==> src/rtl/riscv_pkg.sv <==
// Shared encodings for the data-memory path: access widths, LSU states and
// the store lane helpers used by the load/store unit.
package riscv_pkg;

    localparam logic [2:0] MEM_B  = 3'b000;
    localparam logic [2:0] MEM_H  = 3'b001;
    localparam logic [2:0] MEM_W  = 3'b010;
    localparam logic [2:0] MEM_BU = 3'b011;
    localparam logic [2:0] MEM_HU = 3'b100;

    typedef enum logic [1:0] {
        IDLE = 2'd0,
        REQ  = 2'd1,
        WAIT = 2'd2,
        DONE = 2'd3
    } lsu_state_t;

    // Unsigned widths have no store form, and modes above HU are undefined.
    function automatic logic is_misaligned(input logic       is_store,
                                           input logic [2:0] mode,
                                           input logic [1:0] off);
        logic r;
        case (mode)
            MEM_B:   r = 1'b0;
            MEM_BU:  r = is_store;
            MEM_H:   r = off[0];
            MEM_HU:  r = is_store | off[0];
            MEM_W:   r = (off != 2'b00);
            default: r = 1'b1;
        endcase
        return r;
    endfunction

    function automatic logic [3:0] store_be(input logic [2:0] mode,
                                            input logic [1:0] off);
        logic [3:0] r;
        case (mode)
            MEM_B:   r = 4'b0001 << off;
            MEM_H:   r = off[1] ? 4'b1100 : 4'b0011;
            default: r = 4'b1111;
        endcase
        return r;
    endfunction

    function automatic logic [31:0] store_data(input logic [2:0]  mode,
                                               input logic [31:0] data);
        logic [31:0] r;
        case (mode)
            MEM_B:   r = {4{data[7:0]}};
            MEM_H:   r = {2{data[15:0]}};
            default: r = data;
        endcase
        return r;
    endfunction

endpackage

==> src/rtl/load_align.sv <==
// Picks the addressed byte/half out of a bus word and sign- or zero-extends it
// according to the load mode.
module load_align
    import riscv_pkg::*;
(
    input  logic [31:0] i_word,
    input  logic [1:0]  i_off,
    input  logic [2:0]  i_mode,
    output logic [31:0] o_data
);

    logic [7:0]  w_byte;
    logic [15:0] w_half;

    always_comb begin
        w_byte = 8'h00;
        case (i_off)
            2'd0: w_byte = i_word[7:0];
            2'd1: w_byte = i_word[15:8];
            2'd2: w_byte = i_word[23:16];
            2'd3: w_byte = i_word[31:24];
            default: w_byte = 8'h00;
        endcase
    end

    assign w_half = i_off[1] ? i_word[31:16] : i_word[15:0];

    always_comb begin
        o_data = i_word;
        case (i_mode)
            MEM_B:   o_data = {{24{w_byte[7]}}, w_byte};
            MEM_H:   o_data = {{16{w_half[15]}}, w_half};
            MEM_BU:  o_data = {24'h0, w_byte};
            MEM_HU:  o_data = {16'h0, w_half};
            default: o_data = i_word;
        endcase
    end

endmodule

==> src/rtl/load_store_unit.sv <==
// Multi-cycle data-memory port: latches one load/store from the core, runs a
// valid/ready request plus response on the data bus, and stalls until it retires.
//
// state | meaning
// IDLE  | no access in flight; accepts an aligned request from the core
// REQ   | bus_valid high, fields held until bus_ready
// WAIT  | request accepted, waiting for bus_rsp_valid
// DONE  | one-cycle retire slot; rdata/bus_err valid, stall low
module load_store_unit
    import riscv_pkg::*;
#(
    parameter int unsigned TIMEOUT_CYCLES = 256
) (
    input  logic        clk,
    input  logic        rst,
    input  logic        rd_en,
    input  logic        wr_en,
    input  logic [2:0]  mem_mode,
    input  logic [31:0] addr,
    input  logic [31:0] wdata,
    output logic        stall,
    output logic [31:0] rdata,
    output logic        misalign,
    output logic        bus_err,
    output logic        bus_valid,
    input  logic        bus_ready,
    output logic        bus_we,
    output logic [31:0] bus_addr,
    output logic [3:0]  bus_be,
    output logic [31:0] bus_wdata,
    input  logic        bus_rsp_valid,
    input  logic [31:0] bus_rdata
);

    localparam int unsigned CW = (TIMEOUT_CYCLES > 2) ? $clog2(TIMEOUT_CYCLES) : 1;
    localparam logic [CW-1:0] TC_LAST = CW'(TIMEOUT_CYCLES - 1);

    lsu_state_t    r_state;
    logic [CW-1:0] r_cnt;
    logic [31:0]   r_addr;
    logic [2:0]    r_mode;
    logic          r_we;
    logic [3:0]    r_be;
    logic [31:0]   r_wdata;
    logic [31:0]   r_rdata;
    logic          r_err;
    logic          r_valid;

    logic          w_access;
    logic          w_misalign;
    logic          w_start;
    logic          w_timeout;
    logic [31:0]   w_load_ext;

    assign w_access   = rd_en | wr_en;
    assign w_misalign = w_access & is_misaligned(wr_en, mem_mode, addr[1:0]);
    assign w_start    = (r_state == IDLE) & w_access & ~w_misalign;
    assign w_timeout  = (r_cnt == TC_LAST);

    load_align u_load_align (
        .i_word (bus_rdata),
        .i_off  (r_addr[1:0]),
        .i_mode (r_mode),
        .o_data (w_load_ext)
    );

    always_ff @(posedge clk) begin
        if (rst) begin
            r_state <= IDLE;
            r_cnt   <= '0;
            r_addr  <= '0;
            r_mode  <= MEM_B;
            r_we    <= 1'b0;
            r_be    <= '0;
            r_wdata <= '0;
            r_rdata <= '0;
            r_err   <= 1'b0;
            r_valid <= 1'b0;
        end else begin
            case (r_state)
                IDLE: begin
                    r_cnt <= '0;
                    if (w_start) begin
                        r_addr  <= addr;
                        r_mode  <= mem_mode;
                        r_we    <= wr_en;
                        r_be    <= wr_en ? store_be(mem_mode, addr[1:0]) : 4'b1111;
                        r_wdata <= wr_en ? store_data(mem_mode, wdata) : 32'h0;
                        r_err   <= 1'b0;
                        r_valid <= 1'b1;
                        r_state <= REQ;
                    end
                end
                REQ: begin
                    // A response arriving alongside bus_ready is not a legal
                    // completion, so only the handshake is honoured here.
                    if (w_timeout) begin
                        r_valid <= 1'b0;
                        r_err   <= 1'b1;
                        r_rdata <= '0;
                        r_state <= DONE;
                    end else begin
                        r_cnt <= r_cnt + CW'(1);
                        if (bus_ready) begin
                            r_valid <= 1'b0;
                            r_state <= WAIT;
                        end
                    end
                end
                WAIT: begin
                    if (w_timeout) begin
                        r_err   <= 1'b1;
                        r_rdata <= '0;
                        r_state <= DONE;
                    end else begin
                        r_cnt <= r_cnt + CW'(1);
                        if (bus_rsp_valid) begin
                            r_rdata <= r_we ? 32'h0 : w_load_ext;
                            r_state <= DONE;
                        end
                    end
                end
                DONE: begin
                    r_err   <= 1'b0;
                    r_state <= IDLE;
                end
                default: r_state <= IDLE;
            endcase
        end
    end

    assign stall     = w_start | (r_state == REQ) | (r_state == WAIT);
    assign misalign  = w_misalign;
    assign rdata     = r_rdata;
    assign bus_err   = r_err;
    assign bus_valid = r_valid;
    assign bus_we    = r_we;
    assign bus_addr  = {r_addr[31:2], 2'b00};
    assign bus_be    = r_be;
    assign bus_wdata = r_wdata;

endmodule

==> config.mk <==
export PLATFORM = sky130hd
export DESIGN_NAME = load_store_unit
export DESIGN_NICKNAME = d
export VERILOG_FILES = /design/src/rtl/riscv_pkg.sv /design/src/rtl/load_align.sv /design/src/rtl/load_store_unit.sv
export SDC_FILE = /design/constraint.sdc
export NUM_CORES = 1
export LEC_CHECK = 0
export BUFFER_PORTS_ARGS = -buffer_cell sky130_fd_sc_hd__buf_2
export CORE_MARGIN = 4
export CORE_UTILIZATION = 53
export CTS_CLUSTER_DIAMETER = 60
export CTS_CLUSTER_SIZE = 20
export DETAILED_ROUTE_END_ITERATION = 7
export PLACE_DENSITY_LB_ADDON = 0.15
export SYNTH_ARGS = -nofsm -noshare
export SYNTH_HDL_FRONTEND = slang
export SYNTH_SLANG_ARGS = --single-unit
==> constraint.sdc <==
create_clock -name clk -period 3.4 [get_ports clk]
set_clock_uncertainty 0.2 [all_clocks]
set_input_delay 0.34 -clock clk [delete_from_list [all_inputs] [get_ports clk]]
set_output_delay 0.34 -clock clk [all_outputs]
set_load 0.005 [all_outputs]
==> out/qor.yml <==
setup_path:
  rrSetupSlack_ns: 0.53
  arrival_ns: 2.33
  critPathKind: "input port to output port"
  critical_path.startpoint_type: "input port"
  end_kind: "output port"
  critPathMaxFanout: 16
  worstPathRequired_ns: 2.86
finish:
  mostFrequentLayoutCell: "buf_2"
  final_layout_size_suffix_gt1_share_pct: 27.2
  diodes: 0
  utilization_pct: 76.2
  syn2layout_area_growth_pct: 40.1
  mostFrequentLayoutCells: "buf_2 (207), nand2_1 (146), dfxtp_1 (116), a21oi_1 (89), dlygate4sd3_1 (84)"
  nNetsFinal: 1060
flow_run:
  timing.max_cap.violations: 0
floorplanning:
  die_w_um: 111
  start_util_pct: 54.4
  dieHeight_um: 111
  io_pins: 210
  num_rows: 37
  core-area_mm2: 0.0103
  die-area_mm2: 0.0123
logic_synthesis:
  netlist_area_mm2: 0.00559
  synth-edff-count: 0
  synth_largest_area_cell: "dfxtp_1"
  syn_area_per_cell_um2: 7.82
  synthTopCellsByArea: "dfxtp_1 (42%), nand2_1 (9.8%), a21oi_1 (8.1%)"
  synth-async-reset-ratio_pct: 0
  synthFlopType: "dfxtp_1"
  yosysWarnings: 0
  synth-seq-cells: 116
  syn_inst: 715
  ys_seq_area_share_pct: 41.5
  ys_types: 49
  synth_top_area_share_pct: 41.5
drt:
  vias_per_cell: 5.65
  drt_wl_total_mm: 18.1
  drt-initial-drc-count: 475
  drc: 0
  wl_per_cell_um: 16.5
  antenna_left: 0
  dr.pass1.iters: 6
  vias: 6213
timing:
  max_slew_margin_pct: 29.7
  tightest_slew_ns: 1.05
  finalWorstSetupSlack_ns: 0.530
  finalSetupViolCount: 0
  hold-worst-slack_ns: 0.0569
  min_period_over_period_pct: 84.4
  fin_setup_tns_ns: 0
  fmax_mhz: 348
  hold_violations: 0
  final.min_clock_period_ns: 2.87
  drv_slew: 0
  rsz0062_at_grt: "no"
clock_tree:
  clk_pin_slew_ns: 0.05
  tritoncts: "built"
  clock_latency_ns: 0.51
  clockBufferDepth: 2
  cts.sinks: 116
  cts_buffers: 17
  ctsHtreeMaxLevel: 4
  cts-root-buf: "clkbuf_8"
global_route:
  grt_max_degree: 73
  grt_pass1_vias: 5973
  antenna_found_initial: 0
  grt_pass1_wl_mm: 29.5
  grt_use_total_pct: 28.7
  grt_overflow: 0
power_and_ir_drop:
  power_per_cell_area_mw_per_mm2: 567
  ir_drop_mv: 0.358
  total_power_uw: 4440
  p_leak_uw: 0.00345
outcome:
  status: "completed"
placement:
  io_buffers: 207
  pre_cts_ws_ns: 0.644
  dpl.hpwl_mm: 11.1
  gp_congestion: 0.859
worst_hold_path:
  min_path_type: "input port to flop"
==> cell families (layout without fill, tap and decap cells) <==
logic type,Yosys count,in the layout,synth area share [%]
flip-flops,116,116,41.5
buffers and inverters,101,349,9.76
AND/OR/NAND/NOR,266,266,20.6
multiplexers,15,15,3.11
AO/OA/AOI/OAI,210,210,23.7
adder cells (fa/ha/maj),4,4,0.895
XOR/XNOR,2,2,0.313
other,1,2,0.0671
==> path summary, 6_finish.rpt <==
check                                                 from                          to  cells after the start
worst min register to register  bus_wdata[28]$_SDFFE_PP0P_  bus_wdata[28]$_SDFFE_PP0P_                      2
worst max-delay path                           mem_mode[0]                    misalign                      7
worst max register to register       r_cnt[0]$_SDFFE_PP0P_      rdata[22]$_SDFFE_PP0P_                      6
worst min-delay path                          bus_rdata[7]       rdata[7]$_SDFFE_PP0P_                      3
==> layer usage <==
layer / GRT usage [%] / routed length, µm / up-vias / share of wire (%)
met5: 0 / 0 / - / 0
met4: 12.1 / 518 / 0 / 2.9
met3: 7.59 / 1420 / 53 / 7.9
met2: 49.0 / 9070 / 352 / 50
met1: 34.1 / 7090 / 2867 / 39
li1: - / - / 2941 / -
==> worst max-delay path: stages <==
cell and delay [ns]:
dlygate4sd3_1 0.52, buf_2 0.27, a21oi_1 0.13, o21ai_1 0.58, o21ai_0 0.19, nor2_1 0.15
buf_2 0.14
==> state kept, by name (all words and copies together), names as in the netlist <==
| signal | flops |
|---|---|
| r_state | 2 |
| bus_valid | 1 |
| r_addr | 32 |
| bus_we | 1 |
| r_cnt | 8 |
| rdata | 32 |
| bus_wdata | 32 |
| bus_be | 4 |
| r_mode | 3 |
| bus_err | 1 |
==> synth_stat cells (2+ instances only) <==
cell	instances
buf_4	34
o22ai_1	9
nor3_1	23
xnor2_1	2
a31oi_1	4
a32o_1	8
mux2_2	9
and3_1	3
a21oi_1	90
nor2_1	46
a21o_1	2
a41oi_1	2
dfxtp_1	116
a22o_1	8
nand2_1	146
o2bb2ai_1	16
a22oi_1	14
buf_2	19
or3_1	3
clkinv_1	2
a211oi_1	9
nand2b_1	2
and2_1	7
o21ai_0	34
buf_6	2
clkbuf_1	27
nand3_1	23
ha_1	4
o221ai_1	2
inv_1	17
o21ai_1	4
mux2i_1	5
a32oi_1	3
nor2b_1	4
or2_2	2
==> power breakdown <==
group | switching [µW] | leakage, µW | internal (µW) | total [µW]
clock network | 602 | 0.000289 | 1130 | 1730
logic | 666 | 0.00222 | 463 | 1130
registers | 100 | 0.000941 | 1480 | 1580
==> stage by stage <==
step / instance area (µm²) / instances
finish: 7830 / 1100
global route: 7830 / 1100
CTS: 7830 / 1100
detailed placement: 6420 / 984
global placement: 6420 / 984
floorplan: 5590 / 716
==> repair_timing <==
item	in CTS	in global routing
gates resized for setup	0	0
hold buffers	84	0
hold endpoints to repair	84	0
setup buffers	0	0
endpoints found under the setup margin	0	0
==> layout make-up <==
type | count | area, µm²
tap | 136 | 170
clock inverter | 11 | 134
timing repair buffer | 298 | 1950
fill | 730 | 2450
clock buffer | 21 | 439
multi-input combinational | 499 | 2740
inverter | 19 | 71.3
sequential | 116 | 2320
No activity file was read; power rests on OpenSTA's default activity.
